## src/rtl/cache_ctrl_pkg.sv

```systemverilog
// Shared types and parameter helpers for the burst cache controller.
package cache_ctrl_pkg;

  typedef enum logic [2:0] {
    IDLE,
    RD_REQ,
    RD_WAIT,
    WR_REQ,
    WR_WAIT,
    DONE
  } state_t;

  function automatic bit is_pow2(input int unsigned v);
    return (v != 0) && ((v & (v - 1)) == 0);
  endfunction

  // CPU words per SRAM beat
  function automatic int unsigned wpb(input int unsigned sram_w, input int unsigned data_w);
    return sram_w / data_w;
  endfunction

  function automatic int unsigned word_off_lsb(input int unsigned data_w);
    return $clog2(data_w / 8);
  endfunction

  // Held at 1 bit minimum so single-word beats still have a legal select vector
  function automatic int unsigned word_off_w(input int unsigned sram_w, input int unsigned data_w);
    return (wpb(sram_w, data_w) > 1) ? $clog2(wpb(sram_w, data_w)) : 1;
  endfunction

  function automatic int unsigned beat_lsb(input int unsigned sram_w);
    return $clog2(sram_w / 8);
  endfunction

  function automatic int unsigned beat_idx_w(input int unsigned line_beats);
    return (line_beats > 1) ? $clog2(line_beats) : 1;
  endfunction

  function automatic bit params_ok(input int unsigned data_w, input int unsigned sram_w,
                                   input int unsigned line_beats);
    return (data_w % 8 == 0) && (sram_w % data_w == 0) && is_pow2(sram_w / data_w) &&
           is_pow2(line_beats) && (line_beats >= 1) && (line_beats <= 8);
  endfunction

endpackage

```

## src/rtl/cache_line_buf.sv

```systemverilog
// Line-fill buffer: one register per SRAM beat plus a latch for the requested CPU word.
module cache_line_buf
  import cache_ctrl_pkg::*;
#(
  parameter int unsigned DATA_W      = 32,
  parameter int unsigned SRAM_DATA_W = 64,
  parameter int unsigned LINE_BEATS  = 2,
  localparam int unsigned BI_W       = beat_idx_w(LINE_BEATS),
  localparam int unsigned OFF_W      = word_off_w(SRAM_DATA_W, DATA_W)
) (
  input  logic                              clk,
  input  logic                              rst,
  input  logic                              wr_en,
  input  logic [BI_W-1:0]                   wr_beat,
  input  logic [SRAM_DATA_W-1:0]            wr_data,
  input  logic                              latch_word,
  input  logic [OFF_W-1:0]                  word_sel,
  output logic [LINE_BEATS*SRAM_DATA_W-1:0] line_data,
  output logic [DATA_W-1:0]                 word
);

  logic [SRAM_DATA_W-1:0] beats [LINE_BEATS];

  always_ff @(posedge clk or posedge rst) begin
    if (rst) begin
      for (int unsigned i = 0; i < LINE_BEATS; i++) beats[i] <= '0;
      word <= '0;
    end else if (wr_en) begin
      beats[wr_beat] <= wr_data;
      if (latch_word) word <= DATA_W'(wr_data >> (32'(word_sel) * DATA_W));
    end
  end

  always_comb begin
    line_data = '0;
    for (int unsigned i = 0; i < LINE_BEATS; i++)
      line_data[i*SRAM_DATA_W +: SRAM_DATA_W] = beats[i];
  end

endmodule

```

## src/rtl/cache_ctrl_burst.sv

```systemverilog
// Cache controller: combinational read hits, multi-beat line fill on miss,
// write-through with invalidate-or-update of the cached word.
module cache_ctrl_burst
  import cache_ctrl_pkg::*;
#(
  parameter int unsigned DATA_W       = 32,
  parameter int unsigned SRAM_DATA_W  = 64,
  parameter int unsigned ADDR_W       = 32,
  parameter int unsigned SRAM_ADDR_W  = 17,
  parameter int unsigned LINE_BEATS   = 2,
  parameter int unsigned WRITE_UPDATE = 0
) (
  input  logic                              clk,
  input  logic                              rst,
  input  logic [ADDR_W-1:0]                 addr,
  input  logic [DATA_W-1:0]                 wdata,
  input  logic                              mem_r_en,
  input  logic                              mem_w_en,
  output logic [DATA_W-1:0]                 rdata,
  output logic                              ready,
  output logic [SRAM_ADDR_W-1:0]            sram_addr,
  output logic [DATA_W-1:0]                 sram_wdata,
  output logic                              sram_read,
  output logic                              sram_write,
  input  logic [SRAM_DATA_W-1:0]            sram_rdata,
  input  logic                              sram_ready,
  input  logic                              hit,
  input  logic [DATA_W-1:0]                 cache_rdata,
  output logic                              cache_r_en,
  output logic                              cache_fill_en,
  output logic [ADDR_W-1:0]                 cache_fill_addr,
  output logic [LINE_BEATS*SRAM_DATA_W-1:0] cache_fill_data,
  output logic                              cache_invalidate,
  output logic                              cache_update
);

  localparam int unsigned WPB     = wpb(SRAM_DATA_W, DATA_W);
  localparam int unsigned OFF_LSB = word_off_lsb(DATA_W);
  localparam int unsigned OFF_W   = word_off_w(SRAM_DATA_W, DATA_W);
  localparam int unsigned B_LSB   = beat_lsb(SRAM_DATA_W);
  localparam int unsigned BI_W    = beat_idx_w(LINE_BEATS);

  if (!params_ok(DATA_W, SRAM_DATA_W, LINE_BEATS)) begin : g_param_err
    $error("cache_ctrl_burst: SRAM_DATA_W must be DATA_W x 2^n and LINE_BEATS a power of 2 in 1..8");
  end

  state_t state, state_nx;

  logic [BI_W-1:0]        beat;
  logic [ADDR_W-1:0]      cap_addr;
  logic [DATA_W-1:0]      cap_wdata;
  logic                   cap_hit;
  logic                   cap_read;
  logic [SRAM_ADDR_W-1:0] beat_addr;
  logic [SRAM_ADDR_W-1:0] line_base;
  logic [BI_W-1:0]        tgt_beat;
  logic [OFF_W-1:0]       word_sel;
  logic [DATA_W-1:0]      lat_word;
  logic                   last_beat;
  logic                   buf_wr;

  assign beat_addr = SRAM_ADDR_W'(cap_addr >> B_LSB);
  assign line_base = beat_addr & ~SRAM_ADDR_W'(LINE_BEATS - 1);
  assign tgt_beat  = BI_W'(beat_addr & SRAM_ADDR_W'(LINE_BEATS - 1));
  assign word_sel  = (WPB > 1) ? OFF_W'(cap_addr >> OFF_LSB) : '0;
  assign last_beat = (beat == BI_W'(LINE_BEATS - 1));
  assign buf_wr    = (state == RD_WAIT) && sram_ready;

  assign sram_wdata      = cap_wdata;
  assign cache_fill_addr = cap_addr;

  always_ff @(posedge clk or posedge rst) begin
    if (rst) state <= IDLE;
    else     state <= state_nx;
  end

  always_ff @(posedge clk or posedge rst) begin
    if (rst) begin
      beat      <= '0;
      cap_addr  <= '0;
      cap_wdata <= '0;
      cap_hit   <= 1'b0;
      cap_read  <= 1'b0;
    end else begin
      case (state)
        IDLE: begin
          if (mem_r_en && !hit) begin
            cap_addr <= addr;
            cap_read <= 1'b1;
            beat     <= '0;
          end else if (mem_w_en && !mem_r_en) begin
            cap_addr  <= addr;
            cap_wdata <= wdata;
            cap_hit   <= hit;
            cap_read  <= 1'b0;
          end
        end
        RD_WAIT: if (sram_ready && !last_beat) beat <= beat + BI_W'(1);
        default: ;
      endcase
    end
  end

  cache_line_buf #(
    .DATA_W      (DATA_W),
    .SRAM_DATA_W (SRAM_DATA_W),
    .LINE_BEATS  (LINE_BEATS)
  ) u_line_buf (
    .clk        (clk),
    .rst        (rst),
    .wr_en      (buf_wr),
    .wr_beat    (beat),
    .wr_data    (sram_rdata),
    .latch_word (beat == tgt_beat),
    .word_sel   (word_sel),
    .line_data  (cache_fill_data),
    .word       (lat_word)
  );

  always_comb begin
    state_nx         = state;
    ready            = 1'b0;
    rdata            = '0;
    sram_addr        = '0;
    sram_read        = 1'b0;
    sram_write       = 1'b0;
    cache_r_en       = 1'b0;
    cache_fill_en    = 1'b0;
    cache_invalidate = 1'b0;
    cache_update     = 1'b0;
    case (state)
      IDLE: begin
        // Lookup enable is masked while reset is held so no strobe escapes during reset
        cache_r_en = mem_r_en & ~rst;
        if (mem_r_en) begin
          if (hit) begin
            ready = 1'b1;
            rdata = cache_rdata;
          end else begin
            state_nx = RD_REQ;
          end
        end else if (mem_w_en) begin
          state_nx = WR_REQ;
        end else begin
          ready = 1'b1;
        end
      end
      RD_REQ: begin
        sram_read = 1'b1;
        sram_addr = line_base | SRAM_ADDR_W'(beat);
        state_nx  = RD_WAIT;
      end
      RD_WAIT: if (sram_ready) state_nx = last_beat ? DONE : RD_REQ;
      WR_REQ: begin
        sram_write = 1'b1;
        sram_addr  = beat_addr;
        if (WRITE_UPDATE == 0) cache_invalidate = 1'b1;
        else                   cache_update     = cap_hit;
        state_nx = WR_WAIT;
      end
      WR_WAIT: if (sram_ready) state_nx = DONE;
      DONE: begin
        ready         = 1'b1;
        rdata         = cap_read ? lat_word : '0;
        cache_fill_en = cap_read;
        state_nx      = IDLE;
      end
      default: state_nx = IDLE;
    endcase
  end

endmodule

```

## config.mk

```make
export PLATFORM = sky130hd
export DESIGN_NAME = cache_ctrl_burst
export DESIGN_NICKNAME = d
export VERILOG_FILES = /design/src/rtl/cache_ctrl_pkg.sv /design/src/rtl/cache_line_buf.sv /design/src/rtl/cache_ctrl_burst.sv
export SDC_FILE = /design/constraint.sdc
export NUM_CORES = 1
export LEC_CHECK = 0
export ABC_AREA = 1
export ABC_CLOCK_PERIOD_IN_PS = 28400
export CELL_PAD_IN_SITES_DETAIL_PLACEMENT = 0
export CELL_PAD_IN_SITES_GLOBAL_PLACEMENT = 2
export CORE_MARGIN = 2
export CORE_UTILIZATION = 25
export DETAILED_ROUTE_END_ITERATION = 16
export HOLD_SLACK_MARGIN = 0.03
export MAX_ROUTING_LAYER = met4
export PLACE_DENSITY = 0.95
export SYNTH_ARGS = -nofsm -noshare
export SYNTH_HDL_FRONTEND = slang
export SYNTH_SLANG_ARGS = --single-unit
```

## constraint.sdc

```tcl
create_clock -name clk -period 28.4 [get_ports clk]
set_clock_uncertainty 0.15 [all_clocks]
set_input_delay 8.52 -clock clk [delete_from_list [all_inputs] [get_ports clk]]
set_output_delay 8.52 -clock clk [all_outputs]
set_load 0.01 [all_outputs]
```

### After elaboration in Yosys (flattened, before gate mapping)

Index checks and enable logic that the tools add are counted.

* word-level logic and storage cells: 75
* bits in registers: 229
* input bits: 166

* shift-type cells: 1
* multiplexer cells: 30
* order comparisons: 2
* reductions and logical operators: 16
* add/subtract/negate cells: 1
* eq/ne operators: 12
* bitwise gates (word level): 5

Operators with widths (count)
* 32-bit 2-to-1 mux: 5
* 128-bit bitwise mux: 1
* 64-bit demux with 1-bit select: 1
* 64-bit 2-to-1 mux: 1
* 32-bit case mux with 2 select lines: 1
* 64-bit by 6-bit >> shifter with 32-bit output: 1
* 17-bit case mux with 2 select lines: 1
* 3-bit 2-to-1 mux: 6
* 17-bit by 1-bit bitwise OR with 17-bit output: 1
* 3-bit case mux with 5 select lines: 1
* 1-bit 2-to-1 mux: 11
* 3-bit by 2-bit == test with 1-bit output (second input constant): 2
* 3-bit == test (second input constant): 2
* 2-bit inequality test (second input constant): 3
* 3-bit inequality test (second input constant): 2
* 3-bit AND reduction: 2
* 1-bit logical AND: 5
* 1-bit case mux with 2 select lines: 2
* 2-bit AND reduction: 2
* 4-bit AND reduction: 1
* 2-bit nonzero test: 2
* 3-bit by 1-bit == test with 1-bit output (second input constant): 1
* 1-bit zero test: 3
* 3-bit zero test: 1
* 8 further kinds: 9

### Logic depth before layout (Yosys ltp)

Gate-level depths: netlist of run 1.

* depth after elaboration: 6
* mapped depth: 9
* depth with buffers taken out: 8

### Cells and area by module

Synthesis of run 1 repeated with hierarchy kept, for this count alone.

* cell total of the unflattened synthesis: 1177
* area total of the unflattened synthesis: 9892.0 um^2

By module, submodules not included
* cache_line_buf: sequential area each 4003.8 um^2, area each 6319.8 um^2, cells each 720, times used 1
* cache_ctrl_burst: sequential area each 1726.7 um^2, area each 3572.2 um^2, cells each 457, times used 1

### Worst setup path before layout of run 1

OpenSTA, ideal clock, no wires.

* kind: input -> output
* start: input mem_r_en
* end: output rdata[0]
* path slack: 10.623 ns
* arrival time: 9.107 ns
* path buffers: 1
* stages: 3
* cells stage by stage: nand3_1 -> clkbuf_1 -> o21ai_0

* longest elaborated chain between the ends: 2

RTL lines
* from (decl): RTL line cache_ctrl_burst.sv:17 `input logic mem_r_en,`
* 32-bit 2-to-1 mux: RTL line cache_ctrl_burst.sv:135 `if (mem_r_en) begin`
* 32-bit case mux with 2 select lines: RTL line cache_ctrl_burst.sv:131 `case (state)`
* to (decl): RTL line cache_ctrl_burst.sv:19 `output logic [DATA_W-1:0] rdata,`

Every way passes these cells.

### Worst setup path in the final report of run 1

* start: input mem_r_en
* end: output rdata[30]

The elaborated chain is that of the path after synthesis.

==> metrics, run 1 <==
CP max-delay cell clkdlybuf4s50_1; Via density around 4.3; RR Startpoint state[1]$_DFFE_PP0P_; post-synthesis cell area approximately 9400 um^2; Synth top area share 0.609; ant diodes 0; Antenna Nets Post-Route 0; die area 39200 um^2; CTS Sinks roughly 230; synthesized flop and latch total approximately 230; status completed; CTS Buffer Depth 3; hold endpoint sram_wdata[11]$_DFFE_PP0P_; Die W roughly 200 um; syn nets roughly 1300; Final Critical Period 19.27 ns; layout cells sized above 1 0.0455; CTS root buffer clkbuf_16; DRC Markers 0; Clk network pwr share 0.257; Psw about 530 uW; Final GP Congestion 0.839; Final Hold Viols 0; RSZ-0062 raised after global routing no; Tot Pwr 1580 uW; switching share of total power 0.334; startpoint types input pin; setup bufs post-CTS 0; dominant cells by area after synthesis dfrtp_1 (61%), nand2_1 (16%), o21ai_0 (13%); drt pass-1 iters 5; max-slew violation count 0; yosys warns 0; first-pass GRT wire length approximately 50000 um; NumNets Final between 1500 and 2000; Max Cap Violations 0; GRT overflow 0; clock buffer count from CTS 28; FP Rows 71; P_leak 0.00701 uW; CP cell instances clkdlybuf4s50_1, nand3_2, o21ai_0, clkdlybuf4s50_1; vias in the first global route ~8800; Post-Syn Instances 1107; setup violators final 0; R2R Setup Slk 25.84 ns; CTS resizes 0; Worst R2R End sram_wdata[15]$_DFFE_PP0P_; Cell Pwr Density about 110 nW/um^2; Port Buffers about 410; fmax around 0.052 GHz; cells on worst reg2reg path 7; Worst-Margin Slew around 0.95 ns; WP data required between 15 and 20 ns; Int Pwr roughly 1100 uW; Final Util 0.402; sequential area share after synthesis 0.609; initial DRC count ~450; I/O pin count a little over 400; Max-slew headroom 0.365; Max stage delay on crit path about 0.6 ns; die height 198 um; Hold Path Class reg -> reg; post-detail-place hpwl about 23000 um; gr usage total 0.167; fillers approximately 3800; initial antenna violation count 0; sequential share of power 0.348; Area growth syn-to-layout 59.6%; commonest cells after routing, fill and taps aside clkdlybuf4s50_1 (412), nand2_1 (403), o21ai_0 (237); Max IR drop VDD ~69 uV; largest net degree at the start of global routing between 90 and 100; htree depth 1; crit-path most repeated cell clkdlybuf4s50_1; Logic pwr share 0.395; hold buffers post-CTS 0; Initial Util 0.252; total wire length between 30000 and 40000 um; commonest non-fill, non-tap cell in the layout clkdlybuf4s50_1; setup TNS 0 ns; Crit Path Max Fanout 32; critical path type in -> out; hold path depth 2; Critical Path End Type output pin; HP Start sram_wdata[11]$_DFFE_PP0P_; Syn Area/Cell between 8 and 9 um^2; CTS clk-pin slew, worst paths roughly 0.06 ns; CTS tree built; Critical Path AT 10.60 ns; Period Utilization, post-route 0.679; post-DR wirelength/cell between 15 and 20 um; Hold Worst Slack around 0.32 ns; vias 8567; area leader, netlist dfrtp_1; Clock Latency Late Sink 0.54 ns; Core ar. 37300 um^2; Yosys cell types 18
-- per-layer routing --
| layer | part of all wire | up-vias | track usage |
|---|---|---|---|
| li1 | - | 4214 | - |
| met1 | 0.43 | 4010 | 0.208 |
| met2 | 0.47 | 280 | 0.269 |
| met3 | 0.064 | 63 | 0.0368 |
| met4 | 0.035 | 0 | 0.0588 |
| met5 | 0 | - | - |
-- power by group through the flow --
stage          clock (uW)  sequential, uW  combinational, uW
2_1_floorplan           0             602                203
3_3_place_gp            0             549                627
3_5_place_dp            0             553                635
4_1_cts               421             551                637
5_1_grt               433             570                690
6_report              407             550                625
-- synthesized netlist by cell type --
master / n
inv_1: 124
nand4_1: 2
o21ai_0: 237
nor2_2: 1
inv_2: 3
conb_1: 1
o21ai_1: 8
buf_2: 15
buf_1: 2
nor2_1: 23
dfrtp_1: 229
buf_4: 6
nand2_1: 406
clkbuf_1: 40
nor3_1: 1
nor3_2: 1
xnor2_1: 1
nand3_1: 7
-- area by class of cell --
class / instances / area [um^2] / share of cell area
clock inverter: 14 / 256 / 0.0171
tap: 474 / 593 / 0.0395
multi-input combinational: 688 / 2950 / 0.197
sequential: 229 / 5730 / 0.382
inverter: 127 / 484 / 0.0323
clock buffer: 37 / 806 / 0.0537
timing repair buffer: 420 / 4180 / 0.279
-- critical path: cells and delay by family --
kind,cells,cell delay (ns)
compound gates,1,0.45
buf+inv,2,1.10
simple gates,1,0.50
-- metrics by stage --
stage / setup WS, ns / area, um^2 / cells
2_1_floorplan: 10.62 / 9400 / 1107
3_3_place_gp: 9.23 / 13900 / 1938
3_5_place_dp: 9.12 / 13900 / 1938
4_1_cts: 9.12 / 15000 / 1989
5_1_grt: 8.94 / 15000 / 1989
6_report: 9.13 / 15000 / 1989
-- registers in the layout (all words and copies together) (netlist names) --
signal and cells:
cap_read 1, u_line_buf.line_data 128, state 3, u_line_buf.word 32, cache_fill_addr 32, sram_wdata 32, beat 1
-- worst max-delay path by stage --
stage,from,cells past startpoint,endpoint,slack [ns]
CTS,hit,4,rdata[28],9.12
finish,mem_r_en,4,rdata[30],9.13
floorplan,mem_r_en,3,rdata[0],10.62
global route,mem_r_en,4,rdata[28],8.94
global placement,hit,4,rdata[25],9.23
detailed placement,hit,4,rdata[28],9.12
-- cells by family after synthesis --
family          after synthesis  share of synthesized area
compound gates              245                      0.130
xor+xnor                      1                   0.000932
buf+inv                     190                     0.0802
flops                       229                      0.609
other cells                   1                   0.000399
simple gates                441                      0.179
No activity file was read; power rests on OpenSTA's default activity.
==> run 2, diff against run 1 <==
Settings changed: ABC_CLOCK_PERIOD_IN_PS 28400 to 19600, CORE_UTILIZATION 25 to 23, PLACE_DENSITY 0.95 to 0.92.
Clock period 28.4 ns to 19.6 ns, I/O delays scaled along.
==> run 2 against run 1 <==
  * Sequential power up 45%
  * Final cell count up 2.9%
  * Via count down 0.84%
  * Critical path type unchanged
==> metrics, run 2 (synthesis gave the netlist of run 1 again) <==
status completed; Logic pwr share 0.413 (+0.018); die height 206 um (+4.2%); Int Pwr 1440 uW (+37%); CTS clk-pin slew, worst paths 0.05 ns (about the same); FP Rows 74 (+4.2%); post-detail-place hpwl 23000 um (+1.2%); critical path type in -> out; commonest non-fill, non-tap cell in the layout clkdlybuf4s50_1; post-DR wirelength/cell 16.0 um (-1.1%); WP data required 13.57 ns (-6.16 ns); RSZ-0062 raised after global routing no; clock buffer count from CTS 28 (unchanged); drt pass-1 iters 5 (unchanged); Final Hold Viols 0 (unchanged); setup bufs post-CTS 0 (unchanged); Die W 206 um (+4.2%); Final Worst Setup Slack 5.50 ns (-3.63 ns); setup violators final 0 (unchanged); Final GP Congestion 0.818 (-2.5%); CTS root buffer clkbuf_16; CP max-delay cell nand3_2; storage element area 5730 um^2 (unchanged); Clk network pwr share 0.225 (-0.032); Hold Path Class reg -> reg; cells on worst reg2reg path 7 (unchanged); initial antenna violation count 2 (+2); DRC Markers 0 (unchanged); CTS Sinks 229 (unchanged); Final Critical Period ~14 ns; Area growth syn-to-layout 58.5%; fmax between 0.07 and 0.08 GHz; Psw 759 uW (+44%); Critical Path End Type output pin; CTS Buffer Depth 3 (unchanged); Period Utilization, post-route 0.720; Cell Pwr Density 148 nW/um^2 (+40%); Antenna Nets Post-Route 0 (unchanged); largest net degree at the start of global routing 92 (-5.2%); vias in the first global route 8433 (-4.3%); first-pass GRT wire length 49100 um (-2.0%); sequential share of power 0.361 (+0.013); Max stage delay on crit path 0.62 ns (+0.02 ns); startpoint types input pin; layout cells sized above 1 0.0403 (-0.00520); setup TNS 0 ns (unchanged); hold path depth 2 (unchanged); Crit Path Max Fanout 32 (unchanged); CTS tree built; I/O pin count 414 (unchanged); post-route cell area 14900 um^2 (-0.69%); Max Cap Violations 0 (unchanged); Clock Latency Late Sink 0.56 ns (+0.02 ns); P_leak 0.00693 uW (-1.1%); htree depth 1 (unchanged); Worst-Margin Slew 0.976 ns (+0.0254 ns); gr usage total 0.154 (-0.0139); vias 8495 (-0.84%); NumNets Final 1661 (+0.060%); CTS resizes 0 (unchanged); Core ar. 40600 um^2 (+8.7%); hold buffers post-CTS 0 (unchanged); max-slew violation count 0 (unchanged); Initial Util 0.232 (-0.0202); total wire length 32700 um (+1.7%); fillers 4190 (+11%); Largest register FFs 128 (unchanged); Port Buffers 412 (unchanged); commonest cells after routing, fill and taps aside clkdlybuf4s50_1 (412), nand2_1 (403), o21ai_0 (237); die area 42500 um^2 (+8.5%); Max IR drop VDD 77.1 uV (+12%); GRT overflow 0 (unchanged); pre-CTS setup slack 5.45 ns (-3.67 ns); crit-path most repeated cell clkdlybuf4s50_1; Via density 4.15 (-3.7%); Max-slew headroom 0.349 (-0.0154); initial DRC count 445 (unchanged); CP cell instances clkdlybuf4s50_1, nand3_2, o21ai_0, clkdlybuf4s50_1; switching share of total power 0.345 (+0.0110); footprint of the multi-input gates 2950 um^2 (unchanged); DP Area 14000 um^2 (+0.57%); Critical Path AT 8.07 ns (-2.53 ns); Hold Worst Slack 0.318 ns (-0.00173 ns)
-- run 2: path summary, 6_finish.rpt --
| kind | startpoint | endpoint | slack (ns) |
|---|---|---|---|
| setup / recovery | hit | rdata[18] | 5.50 |
| hold / removal | sram_wdata[28]$_DFFE_PP0P_ | sram_wdata[28]$_DFFE_PP0P_ | 0.32 |
| setup reg to reg | state[0]$_DFFE_PP0P_ | u_line_buf.line_data[75]$_DFFE_PP0P_ | 17.04 |
| hold reg to reg | sram_wdata[28]$_DFFE_PP0P_ | sram_wdata[28]$_DFFE_PP0P_ | 0.32 |
| max in group asynchronous | rst | u_line_buf.line_data[71]$_DFFE_PP0P_ | 12.10 |
| min in group asynchronous | rst | sram_wdata[7]$_DFFE_PP0P_ | 5.75 |
-- run 2: stage by stage --
stage | total power, uW | instances | util
6_report | 2200 | 2047 | 0.367
5_1_grt | 2360 | 2046 | 0.367
4_1_cts | 2240 | 2044 | 0.367
3_5_place_dp | 1730 | 1997 | 0.346
3_3_place_gp | 1710 | 1997 | 0.346
2_1_floorplan | 1170 | 1107 | -
-- run 2: critical path, delay by kind of cell --
kind,cells,cell delay [ns]
and+or+nand+nor,1,0.62
buffers and inverters,2,1.10
AOI/OAI and AO/OA,1,0.46
-- run 2: power groups by stage --
| stage | Combinational (uW) | Clock [uW] | Sequential, uW |
|---|---|---|---|
| floorplan | 294 | 0 | 872 |
| global placement | 918 | 0 | 794 |
| detailed placement | 927 | 0 | 801 |
| CTS | 930 | 515 | 798 |
| global route | 1000 | 531 | 823 |
| finish | 910 | 496 | 795 |
-- run 2: final cells by class --
class	count	area share
antenna	3	0.000504
clock buffer	44	0.0572
clock inverter	3	0.00126
inverter	127	0.0325
multi-input combinational	688	0.198
sequential	229	0.385
tap	532	0.0447
timing repair buffer	421	0.281
-- run 2: routing by layer --
metal	track usage	wire length (um)	up-vias
li1	-	-	4219
met1	0.188	13800	3967
met2	0.249	15700	248
met3	0.0341	2020	61
met4	0.0564	1220	0
met5	-	0	-
